**config.mk**
```make
export PLATFORM = sky130hd
export DESIGN_NAME = ice40_accum_chain
export DESIGN_NICKNAME = d
export VERILOG_FILES = /design/src/rtl/ice40_accum_chain.sv
export SDC_FILE = /design/constraint.sdc
export NUM_CORES = 1
export LEC_CHECK = 0
export ABC_AREA = 1
export BUFFER_PORTS_ARGS = -buffer_cell sky130_fd_sc_hd__buf_2
export CAP_MARGIN = 30
export CELL_PAD_IN_SITES_DETAIL_PLACEMENT = 1
export CELL_PAD_IN_SITES_GLOBAL_PLACEMENT = 2
export CORE_MARGIN = 2
export CORE_UTILIZATION = 32
export CTS_BUF_LIST = sky130_fd_sc_hd__clkbuf_4 sky130_fd_sc_hd__clkbuf_8 sky130_fd_sc_hd__clkbuf_16
export CTS_CLUSTER_DIAMETER = 100
export DETAILED_ROUTE_END_ITERATION = 6
export HOLD_SLACK_MARGIN = 0.12
export MAX_ROUTING_LAYER = met4
export PLACE_DENSITY_LB_ADDON = 0.1
export RECOVER_POWER = 100
export SLEW_MARGIN = 20
export SYNTH_ARGS = -nofsm -noshare
export SYNTH_HDL_FRONTEND = slang
export SYNTH_SLANG_ARGS = --single-unit
export TNS_END_PERCENT = 1
```
**constraint.sdc**
```tcl
create_clock -name CLK -period 2.7 [get_ports CLK]
set_input_delay 0.135 -clock CLK [delete_from_list [all_inputs] [get_ports CLK]]
set_output_delay 0.135 -clock CLK [all_outputs]
set_load 0.1 [all_outputs]
```
**src/rtl/ice40_accum_chain.sv**
```systemverilog
// Registered WIDTH-bit load/add/subtract accumulator built on a ripple chain of
// LUT4(16'h9696)+CARRY full-adder cells. Define ICE40_ACCUM_SAT_EN to clamp on signed overflow.
module ice40_accum_chain #(
    parameter int          WIDTH = 8,              // legal range 2..32
    parameter logic [31:0] INIT  = 32'h0000_0000
) (
    input  logic             CLK,
    input  logic             RESET,
    input  logic             EN,
    input  logic [1:0]       MODE,
    input  logic [WIDTH-1:0] I,
    input  logic             CIN,
    output logic [WIDTH-1:0] O,
    output logic             COUT,
    output logic             Z,
    output logic             OVF
);

    typedef enum logic [1:0] {
        MODE_HOLD = 2'b00,
        MODE_LOAD = 2'b01,
        MODE_ADD  = 2'b10,
        MODE_SUB  = 2'b11
    } mode_e;

    localparam logic [WIDTH-1:0] INIT_C   = INIT[WIDTH-1:0];
    localparam logic [15:0]      LUT_INIT = 16'h9696;

    // SB_LUT4 truth-table lookup; with I3 tied low, 16'h9696 is a 3-input XOR.
    function automatic logic sb_lut4(input logic [15:0] init, input logic i0, input logic i1,
                                     input logic i2, input logic i3);
        return init[{i3, i2, i1, i0}];
    endfunction

    // SB_CARRY: majority of the two operands and the incoming carry.
    function automatic logic sb_carry(input logic i0, input logic i1, input logic ci);
        return (i0 & i1) | ((i0 | i1) & ci);
    endfunction

    logic [WIDTH-1:0] acc_r;
    logic             cout_r;
    logic             z_r;
    logic             ovf_r;

    logic             is_sub_s;
    logic [WIDTH-1:0] op_b_s;
    logic             chain_cin_s;
    logic [WIDTH-1:0] sum_s;
    logic             carry_msb_in_s;
    logic             carry_out_s;
    logic             ovf_v_s;
    logic [WIDTH-1:0] arith_s;
    logic [WIDTH-1:0] acc_next_s;
    logic             cout_next_s;
    logic             ovf_next_s;

    assign is_sub_s = (MODE == MODE_SUB);

    // Fabric inversion of operand and carry-in ahead of the chain for subtraction.
    always_comb begin
        if (is_sub_s) begin
            op_b_s      = ~I;
            chain_cin_s = ~CIN;
        end else begin
            op_b_s      = I;
            chain_cin_s = CIN;
        end
    end

    // Ripple chain of WIDTH full-adder cells between the accumulator and its next state.
    always_comb begin : chain_comb
        logic [WIDTH:0] c_v;
        c_v[0] = chain_cin_s;
        for (int i = 0; i < WIDTH; i++) begin
            sum_s[i]  = sb_lut4(LUT_INIT, acc_r[i], op_b_s[i], c_v[i], 1'b0);
            c_v[i+1]  = sb_carry(acc_r[i], op_b_s[i], c_v[i]);
        end
        carry_msb_in_s = c_v[WIDTH-1];
        carry_out_s    = c_v[WIDTH];
    end

    assign ovf_v_s = carry_msb_in_s ^ carry_out_s;

`ifdef ICE40_ACCUM_SAT_EN
    // Clamp to the signed limit; a set sum MSB on overflow means the true result was positive.
    always_comb begin
        if (ovf_v_s) begin
            if (sum_s[WIDTH-1]) begin
                arith_s = {1'b0, {(WIDTH-1){1'b1}}};
            end else begin
                arith_s = {1'b1, {(WIDTH-1){1'b0}}};
            end
        end else begin
            arith_s = sum_s;
        end
    end
`else
    // Plain two's-complement wrap.
    always_comb begin
        arith_s = sum_s;
    end
`endif

    // Next-state selection by operation mode.
    always_comb begin
        acc_next_s  = acc_r;
        cout_next_s = cout_r;
        ovf_next_s  = ovf_r;
        case (mode_e'(MODE))
            MODE_HOLD: begin
                acc_next_s  = acc_r;
                cout_next_s = cout_r;
                ovf_next_s  = ovf_r;
            end
            MODE_LOAD: begin
                acc_next_s  = I;
                cout_next_s = 1'b0;
                ovf_next_s  = 1'b0;
            end
            MODE_ADD, MODE_SUB: begin
                acc_next_s  = arith_s;
                cout_next_s = carry_out_s;
                ovf_next_s  = ovf_r | ovf_v_s;
            end
            default: begin
                acc_next_s  = acc_r;
                cout_next_s = cout_r;
                ovf_next_s  = ovf_r;
            end
        endcase
    end

    // State registers; reset wins over enable, Z tracks the value being written to O.
    always_ff @(posedge CLK) begin
        if (RESET) begin
            acc_r  <= INIT_C;
            cout_r <= 1'b0;
            ovf_r  <= 1'b0;
            z_r    <= (INIT_C == {WIDTH{1'b0}});
        end else if (EN) begin
            acc_r  <= acc_next_s;
            cout_r <= cout_next_s;
            ovf_r  <= ovf_next_s;
            z_r    <= (acc_next_s == {WIDTH{1'b0}});
        end
    end

    assign O    = acc_r;
    assign COUT = cout_r;
    assign Z    = z_r;
    assign OVF  = ovf_r;

endmodule

```
==> results.toml, run 1 <==
[worst_setup_path]
path_cells = "buf_2, nand2_4, xor2_1, ha_1, inv_1, nand3_2, nand2_1, nand2_2, nand2_2, nand2_1, nand2_1, nand2_2, nand2_2, nand2_2, nand2_1, nand2_2, nand2_2, nand2_2, nand2_2, nand2_1, nand3_2, nand3_1, nand2_1, inv_1"
cp_data_arrival_time_ns = 2.41
crit_start = "MODE[1]"
cp-start-kind = "input pin"
criticalPathCategory = "input pin to register"
critical-path-max-stage-delay_ns = 0.22
crit_fanout = 9
worstPathRequired_ns = 2.84
crit_slowest_cell = "buf_2"
r2r_start = "O[0]"
critPathCaptureType = "register"
critPathBufInv = 3
regToRegEndpoint = "O[7]"
r2r_cells = 22
regToRegSetupSlack_ns = 0.45
cp_common_cell = "nand2_2"
critPathTopFamily = "simple AND/OR/NAND/NOR gates"

[drt]
drc_errors = 0
drt_wl_total_mm = 3.21
vias_per_cell = 4.57
wl_per_cell_um = 12.4
postRouteAntennaNets = 0
vias = 1180
drt_iter0_markers = 12
drt_pass1_iterations = 4

[power_and_ir_drop]
p_int_w = 0.000381
p_leak_nw = 0.774
switching_share_pct = 47.0
power_frac_comb_pct = 47.9
clockPowerShare_pct = 25.7
p_seq_share_pct = 26.4
ir_drop_uv = 121
p_switching_w = 0.000338
p_total_w = 0.000719
power_density_mw_per_mm2 = 506

[timing]
max_clock_freq_ghz = 0.440
finClkSkew_ns = 0.00775
fin_crit_ns = 2.27
hold_violations = 0
fin_crit_sh_pct = 84.2
maxSlewHeadroom_pct = 22.1
finalSetupViolations = 0
fin_tns_setup_ns = 0
rsz0062_at_grt = "false"
drv_slew = 0
layout_setup_ws_ns = 0.427
worst_pin_slew_ns = 1.17

[clock_tree]
ctsHoldBuffers = 0
cts_resized = 0
insertion_delay_ns = 0.24
cts_root_buf = "clkbuf_8"
cts_tree = "done"
cts_buffers = 3
cts_max_level = 1
clockBufferDepth = 2
cts_setup_buffers = 0
path_clk_slew_ns = 0.05
clock_sinks = 11

[hold_path]
holdPathEnd = "COUT"
min_from = "RESET"
whs_path_depth = 2
min_path_type = "input pin to register"

[finish]
area_delta_synth_final_pct = 14.8
fin_nets = 244
drive_gt1_share_pct = 14.3
num_antenna_cells = 0
post-route-util_pct = 38.5
stdcell_area_mm2 = 0.00142
fill_cells = 516

[floorplanning]
die_h_um = 66.2
rows = 22
io_pins = 25
coreArea_mm2 = 0.00369
die_area_mm2 = 0.00438
die_x_um = 66.2
initial_utilization_pct = 33.5

[yosys]
synth-main-ff-cell = "dfxtp_1"
yosysTopAreaCell = "ha_1"
synth.area.top_cells = "ha_1 (19%), dfxtp_1 (18%), inv_1 (15%)"
syn_inst = 184
synth_top_area_share_pct = 19.2
synth_nets = 217
ys_seq_area_share_pct = 17.8
yosysMostFrequentCell = "inv_1"
syn_area_per_cell_um2 = 6.73
synth_edf_count = 0
yosysWarningCount = 0
synth-seq-cells = 11
syn_area_mm2 = 0.00124
synthArstFlopShare_pct = 0
synth_cell_types = 21
synth_common_cells = "inv_1 (49), nand2_1 (25), ha_1 (19), o21ai_0 (14), nand2_2 (13)"

[run]
maxCapViolCount = 0

[global_route]
first_global_vias = 1257
grt.total_usage_pct = 17.3
grt_max_degree = 14
overflow = 0
antenna_found_initial = 0
grt_pass1_wl_mm = 5.68

[place]
place_ws_ns = 0.283
place_area_mm2 = 0.00140
io_buffers = 24
gp_congestion = 0.779
dpl.hpwl_mm = 2.62

[run_status]
status = "finished, final reports clean"
-- through the flow --
stage	hold WS, ns	instances
after floorplan	0.204	184
after global placement	0.417	254
after detailed placement	0.414	254
after CTS	0.164	258
after global routing	0.186	258
final	0.163	258
-- power by group through the flow --
stage | sequential, W | combinational [W] | clock (W)
final | 0.000190 | 0.000344 | 0.000185
after detailed placement | 0.000194 | 0.000355 | 0
after CTS | 0.000190 | 0.000358 | 0.000194
after global placement | 0.000192 | 0.000350 | 0
after floorplan | 0.000296 | 0.000178 | 0
after global routing | 0.000193 | 0.000390 | 0.000199
-- placed cells by master (no fill, tap or decap) --
cell type,count
a21boi_0,1
a21oi_1,10
buf_2,13
clkbuf_1,11
clkbuf_4,1
clkbuf_8,3
dfxtp_1,11
ha_1,19
inv_1,49
nand2_1,29
nand2_2,9
nand2_4,2
nand3_1,11
nand3_2,2
nand4_1,2
nor2_1,7
o211a_1,1
o211ai_1,3
o21ai_0,14
o21bai_1,1
o221ai_1,1
or2_1,1
xnor2_1,2
xor2_1,7
-- routing by layer --
layer  track usage (%)  part of all wire (%)  vias up
met2              29.8                    49       16
met5                 -                     0        -
li1                  -                     -      617
met4              4.59                  0.75        0
met1              21.7                    47      545
met3              1.53                   2.5        2
-- worst max path at each step --
stage	end	slack [ns]	depth (start not counted)
after floorplan	O[7]	0.16	22
after global routing	O[7]	0.16	24
after global placement	O[7]	0.34	24
final	O[7]	0.43	24
after detailed placement	O[7]	0.28	24
after CTS	O[7]	0.51	24
-- layout make-up --
cell class	count	area (um^2)	share of cell area [%]
multi-input combinational	122	801	56.4
sequential	11	220	15.5
inverter	49	184	13.0
timing repair buffer	24	106	7.49
tap	48	60.1	4.23
clock buffer	4	48.8	3.44
-- kinds of logic (layout without fill, tap and decap cells) --
logic type / after synthesis / in the layout / synth area share (%)
AO/OA/AOI/OAI: 31 / 31 / 14.3
buffers and inverters: 51 / 77 / 16.7
adder cells (fa/ha/maj): 19 / 19 / 19.2
XOR/XNOR: 9 / 9 / 6.37
flip-flops: 11 / 11 / 17.8
AND/OR/NAND/NOR: 63 / 63 / 25.7
-- sequential cells by signal, indices dropped and copies added, names as in the netlist --
signal	cells
Z	1
COUT	1
O	8
OVF	1
(Power assumes the default switching activity.)
==> run 2: changes to the inputs <==
--- a/config.mk
+++ b/config.mk
@@ -5,7 +5,7 @@
 export SDC_FILE = /design/constraint.sdc
 export NUM_CORES = 1
 export LEC_CHECK = 0
-export ABC_AREA = 1
+export ABC_AREA = 0
 export BUFFER_PORTS_ARGS = -buffer_cell sky130_fd_sc_hd__buf_2
 export CAP_MARGIN = 30
 export CELL_PAD_IN_SITES_DETAIL_PLACEMENT = 1
==> constraint.sdc (replaced) <==
create_clock -name CLK -period 2.1 [get_ports CLK]
set_input_delay 0.105 -clock CLK [delete_from_list [all_inputs] [get_ports CLK]]
set_output_delay 0.105 -clock CLK [all_outputs]
set_load 0.1 [all_outputs]
==> run 2 against run 1 <==
Effect of this change:
- clock skew decreased by 0.0028 ns
- core utilization increased by 9.3 points
- sequential power increased by 33%
==> results.toml, run 2 <==
[finish]
layout_common_cells = "buf_4 (28), inv_1 (20), ha_1 (17)"
num_antenna_cells = 0
drive_gt1_share_pct = 37.4
largest_register_ffs = 8
area_delta_synth_final_pct = 41.8
layout.cells.most_common = "buf_4"
fin_nets = 253
stdcell_area_mm2 = 0.00192

[worst_setup_path]
cp-start-kind = "register"
cp_data_arrival_time_ns = 2.19
regToRegSetupSlack_ns = 0.08
r2r_start = "O[0]"
critPathCaptureType = "register"
worstPathRequired_ns = 2.26
r2r_cells = 8
regToRegEndpoint = "Z"
crit_fanout = 4
criticalPathCategory = "register to register"

[clock_tree]
insertion_delay_ns = 0.25
ctsHoldBuffers = 0
cts_tree = "done"
cts_buffers = 3
cts_root_buf = "clkbuf_8"
clock_sinks = 11
path_clk_slew_ns = 0.06
cts_max_level = 1
clockBufferDepth = 2

[place]
io_buffers = 24
gp_congestion = 0.886
dpl.hpwl_mm = 3.62
place_area_mm2 = 0.00176

[timing]
hold_violations = 0
rsz0062_at_grt = "true"
fin_tns_setup_ns = 0
drv_slew = 0
maxSlewHeadroom_pct = 22.8
fin_crit_ns = 2.02
hold_slack_ns = 0.195
worst_pin_slew_ns = 1.16
finalSetupViolations = 0
fin_crit_sh_pct = 96.4
finClkSkew_ns = 0.00491
max_clock_freq_ghz = 0.494

[drt]
vias = 1447
drt_wl_total_mm = 4.52
drt_iter0_markers = 45
vias_per_cell = 5.38
top_layer_used = "met4"
wl_met3_um = 225
wl_per_cell_um = 16.8
drt_pass1_iterations = 4
wl_met2_mm = 2.28
wl_met1_mm = 1.99
drc_errors = 0
postRouteAntennaNets = 0

[run_status]
status = "finished, final reports clean"

[yosys]
syn_inst = 169
yosysTopAreaCell = "ha_1"
yosysWarningCount = 0
syn_area_mm2 = 0.00136
syn_area_per_cell_um2 = 8.03
synth_cell_types = 45
synth-seq-cells = 11
synth.area.top_cells = "ha_1 (18%), dfxtp_1 (16%), xnor2_1 (7.1%)"
synth-main-ff-cell = "dfxtp_1"
yosysMostFrequentCell = "inv_1"
synth_edf_count = 0
synth_nets = 202
synthArstFlopShare_pct = 0
synth_common_cells = "inv_1 (21), ha_1 (19), nand2_1 (15), dfxtp_1 (11), xnor2_1 (11)"
synth_top_area_share_pct = 17.5
ys_seq_area_share_pct = 16.2

[power_and_ir_drop]
clockPowerShare_pct = 20.3
p_seq_share_pct = 21.0
p_int_w = 0.000658
power_frac_comb_pct = 58.7
ir_drop_uv = 453
p_leak_nw = 0.872
p_switching_w = 0.000540
switching_share_pct = 45.1
power_density_mw_per_mm2 = 623

[floorplanning]
die_area_mm2 = 0.00478
die_x_um = 69.1
rows = 23
io_pins = 25
initial_utilization_pct = 33.7
coreArea_mm2 = 0.00403
die_h_um = 69.1

[global_route]
first_global_vias = 1484
overflow = 0
grt.total_usage_pct = 19.2
grt_max_degree = 14
antenna_found_initial = 0
grt_pass1_wl_mm = 7.23

[hold_path]
min_from = "RESET"
holdPathEnd = "O[0]"
min_path_type = "input pin to register"
whs_path_depth = 2

[run]
maxCapViolCount = 0
[run 2: cell count changes after synthesis, sizes merged, moves of 6 or more]
cell and delta:
nand3 -10, xnor2 +9, nand2 -25, xor2 -6, inv -27, o21ai -9
[run 2: cells by family after synthesis]
family | after synthesis | share of synthesized area (%)
AOI/OAI and AO/OA | 46 | 27.9
buffers and inverters | 28 | 8.29
adders and majority gates | 19 | 17.5
muxes | 5 | 3.69
xor gates and xnor gates | 12 | 7.74
and+or+nand+nor | 48 | 18.6
DFF | 11 | 16.2
[run 2: stage by stage]
step	instances	utilization (%)	worst slack, ns	power [W]
after floorplan	169	-	-0.0777	0.000719
after global placement	263	43.8	-0.142	0.000889
after global routing	269	47.8	-0.0378	0.00128
after detailed placement	263	43.8	-0.190	0.000906
final	269	47.8	0.0753	0.00120
after CTS	267	45.0	0.0325	0.00116
[run 2: area by class of cell]
| type | instances | area, um^2 |
|---|---|---|
| Clock buffer | 4 | 48.8 |
| Timing Repair Buffer | 52 | 323 |
| Inverter | 22 | 85.1 |
| Tap cell | 50 | 62.6 |
| Sequential cell | 11 | 233 |
| Multi-Input combinational cell | 130 | 1170 |
| Fill cell | 507 | 2100 |
[run 2: power by group through the flow]
stage	Clock, W	Sequential (W)	Combinational, W
2_1_floorplan	0	0.000389	0.000330
3_3_place_gp	0	0.000254	0.000635
3_5_place_dp	0	0.000256	0.000650
4_1_cts	0.000251	0.000251	0.000655
5_1_grt	0.000261	0.000255	0.000762
6_report	0.000243	0.000252	0.000704
[run 2: metal layers]
metal / GRT usage (%) / vias up
met5: - / -
met4: 2.61 / 0
met3: 3.95 / 4
met2: 33.3 / 34
met1: 23.5 / 700
li1: - / 709
[run 2: worst max-delay path: stages (launching register included)]
cell	delay, ns
dfxtp_4	0.37
inv_4	0.04
ha_4	0.15
nand2b_4	0.15
o211a_4	0.26
or4b_4	0.55
nand3_4	0.08
o2111ai_2	0.12
o31ai_2	0.22
[run 2: what timing repair did]
| action | 4_1_cts | 5_1_grt |
|---|---|---|
| gates resized for setup | 0 | 19 |
| setup endpoints to repair | 0 | 6 |
| setup buffers | 0 | 2 |
[run 2: how the worst max path moves through the flow]
stage | to | cells after the start | start
6_report | Z | 8 | O[0]
2_1_floorplan | Z | 12 | MODE[1]
3_5_place_dp | OVF | 11 | MODE[0]
4_1_cts | Z | 8 | O[0]
3_3_place_gp | Z | 11 | MODE[0]
5_1_grt | Z | 11 | MODE[1]
==> run 3: changes to the inputs <==
--- a/config.mk
+++ b/config.mk
@@ -5,7 +5,6 @@
 export SDC_FILE = /design/constraint.sdc
 export NUM_CORES = 1
 export LEC_CHECK = 0
-export ABC_AREA = 0
 export BUFFER_PORTS_ARGS = -buffer_cell sky130_fd_sc_hd__buf_2
 export CAP_MARGIN = 30
 export CELL_PAD_IN_SITES_DETAIL_PLACEMENT = 1
@@ -16,7 +15,6 @@
 export CTS_CLUSTER_DIAMETER = 100
 export DETAILED_ROUTE_END_ITERATION = 6
 export HOLD_SLACK_MARGIN = 0.12
-export MAX_ROUTING_LAYER = met4
 export PLACE_DENSITY_LB_ADDON = 0.1
 export RECOVER_POWER = 100
 export SLEW_MARGIN = 20
==> run 3 against run 2 <==
Effect of this change:
- design area down 5.3%
- fmax down 2.6%
- die area is the same
- wire length fell by 3.1%
- via count shrank 3.3%
- global-route usage up 0.22 points
- register-to-register slack worse by 0.05 ns
- clock skew decreased by 0.00079 ns
- sequential power about the same
- first-iteration DRC count shrank 36%
- count of clock-buffer cells in the layout unchanged
- core utilization down 2.5 points
==> results.toml, run 3 (synthesis results as in run 2) <==
[run_status]
status = "finished, final reports clean"

[worst_setup_path]
path_cells = "inv_2, ha_2, nand2b_4, o211a_1, or4b_1, nand3_1, o2111ai_2, o31ai_2"
critPathCaptureType = "register"
worstPathRequired_ns = 2.27
crit_fanout = 4
crit_slowest_cell = "or4b_1"
r2r_start = "O[0]"
critical-path-max-stage-delay_ns = 0.54
criticalPathCategory = "register to register"
cp-start-kind = "register"
cp_data_arrival_time_ns = 2.25
crit_start = "O[0]"

[global_route]
grt_max_degree = 20
grt_pass1_wl_mm = 7.41
first_global_vias = 1543
antenna_found_initial = 0
overflow = 0
grt.total_usage_pct = 19.4

[drt]
wl_met2_mm = 2.22
vias = 1399
top_layer_used = "met4"
wl_met1_mm = 1.97
wl_met3_um = 137
postRouteAntennaNets = 0
drt_iter0_markers = 29
vias_per_cell = 5.26
drc_errors = 0
drt_wl_total_mm = 4.38
drt_pass1_iterations = 4
wl_per_cell_um = 16.5

[timing]
finalSetupViolations = 0
worst_pin_slew_ns = 1.17
max_clock_freq_ghz = 0.481
fin_crit_sh_pct = 99.0
hold_violations = 0
drv_slew = 0
rsz0062_at_grt = "true"
fin_crit_ns = 2.08
maxSlewHeadroom_pct = 22.3
finClkSkew_ns = 0.00412

[floorplanning]
initial_utilization_pct = 33.7
die_area_mm2 = 0.00478
coreArea_mm2 = 0.00403
die_x_um = 69.1
die_h_um = 69.1
io_pins = 25
rows = 23

[clock_tree]
ctsHoldBuffers = 0
insertion_delay_ns = 0.25
cts_max_level = 1
path_clk_slew_ns = 0.06
cts_tree = "done"
clock_sinks = 11
clockBufferDepth = 2
cts_buffers = 3
cts_root_buf = "clkbuf_8"

[power_and_ir_drop]
p_leak_nw = 0.836
power_density_mw_per_mm2 = 633
p_int_w = 0.000631
p_seq_share_pct = 21.8
power_frac_comb_pct = 56.9
p_switching_w = 0.000523
clockPowerShare_pct = 21.3
ir_drop_uv = 286
switching_share_pct = 45.4

[finish]
drive_gt1_share_pct = 31.9
num_antenna_cells = 0
stdcell_area_mm2 = 0.00182
area_delta_synth_final_pct = 34.3
finalNonFillerCells = 266
layout.cells.most_common = "buf_4"
fin_nets = 250
largest_register_ffs = 8
layout_common_cells = "buf_4 (25), inv_1 (20), ha_1 (18)"

[hold_path]
min_from = "RESET"
min_path_type = "input pin to register"

[place]
io_buffers = 24
gp_congestion = 0.880
dp_cells = 261
dpl.hpwl_mm = 3.56
place_area_mm2 = 0.00175

[run]
maxCapViolCount = 0
==> run 3: changes by cell type in the layout (fill, tap and decap cells not counted), sizes merged <==
cell / delta
clkbuf: -1
buf: -2
==> run 3: final timing paths <==
path                to  slack (ns)  cells after the start
setup reg to reg     Z        0.02                      8
hold / removal    O[0]        0.19                      2
hold reg to reg      Z        0.50                      2
setup / recovery     Z        0.02                      8
==> run 3: repair_timing <==
action,4_1_cts,5_1_grt
gates resized for setup,0,5
endpoints found under the hold margin,0,0
endpoints found under the setup margin,0,5
buffers inserted,0,1
==> run 3: through the flow <==
| step | total power, W | worst slack, ns | hold slack [ns] | setup TNS (ns) | utilization (%) |
|---|---|---|---|---|---|
| floorplan | 0.000719 | -0.0777 | 0.348 | -0.0971 | - |
| global placement | 0.000882 | -0.0989 | 0.449 | -0.359 | 43.4 |
| detailed placement | 0.000899 | -0.194 | 0.459 | -0.833 | 43.4 |
| CTS | 0.00116 | 0.00314 | 0.190 | 0 | 44.6 |
| global route | 0.00123 | -0.0631 | 0.223 | -0.0631 | 45.2 |
| finish | 0.00115 | 0.0206 | 0.191 | 0 | 45.2 |
==> run 3: critical path, delay by kind of cell, from the launching register on <==
| family | cells | cell delay (ns) |
|---|---|---|
| AOI/OAI and AO/OA | 3 | 0.59 |
| adders and majority gates | 1 | 0.18 |
| and+or+nand+nor | 3 | 0.83 |
| buffers and inverters | 1 | 0.04 |
| DFF | 1 | 0.36 |
==> run 3: metal layers <==
layer  vias to the layer above  GRT usage, %
met5                         -             0
met4                         0          3.92
met3                         7          3.80
met2                        29          35.1
met1                       663          23.7
li1                        700             -
==> run 3: layout make-up <==
cell class	count	area, um^2
Multi-Input combinational cell	130	1100
Timing Repair Buffer	49	294
Tap cell	50	62.6
Inverter	22	82.6
Clock buffer	4	48.8
Sequential cell	11	233
Fill cell	523	2210
==> run 3: power groups by stage <==
stage | registers (W) | logic (W) | clock network, W
finish | 0.000252 | 0.000656 | 0.000246
floorplan | 0.000389 | 0.000330 | 0
global route | 0.000256 | 0.000712 | 0.000265
detailed placement | 0.000256 | 0.000643 | 0
global placement | 0.000255 | 0.000627 | 0
CTS | 0.000252 | 0.000649 | 0.000258
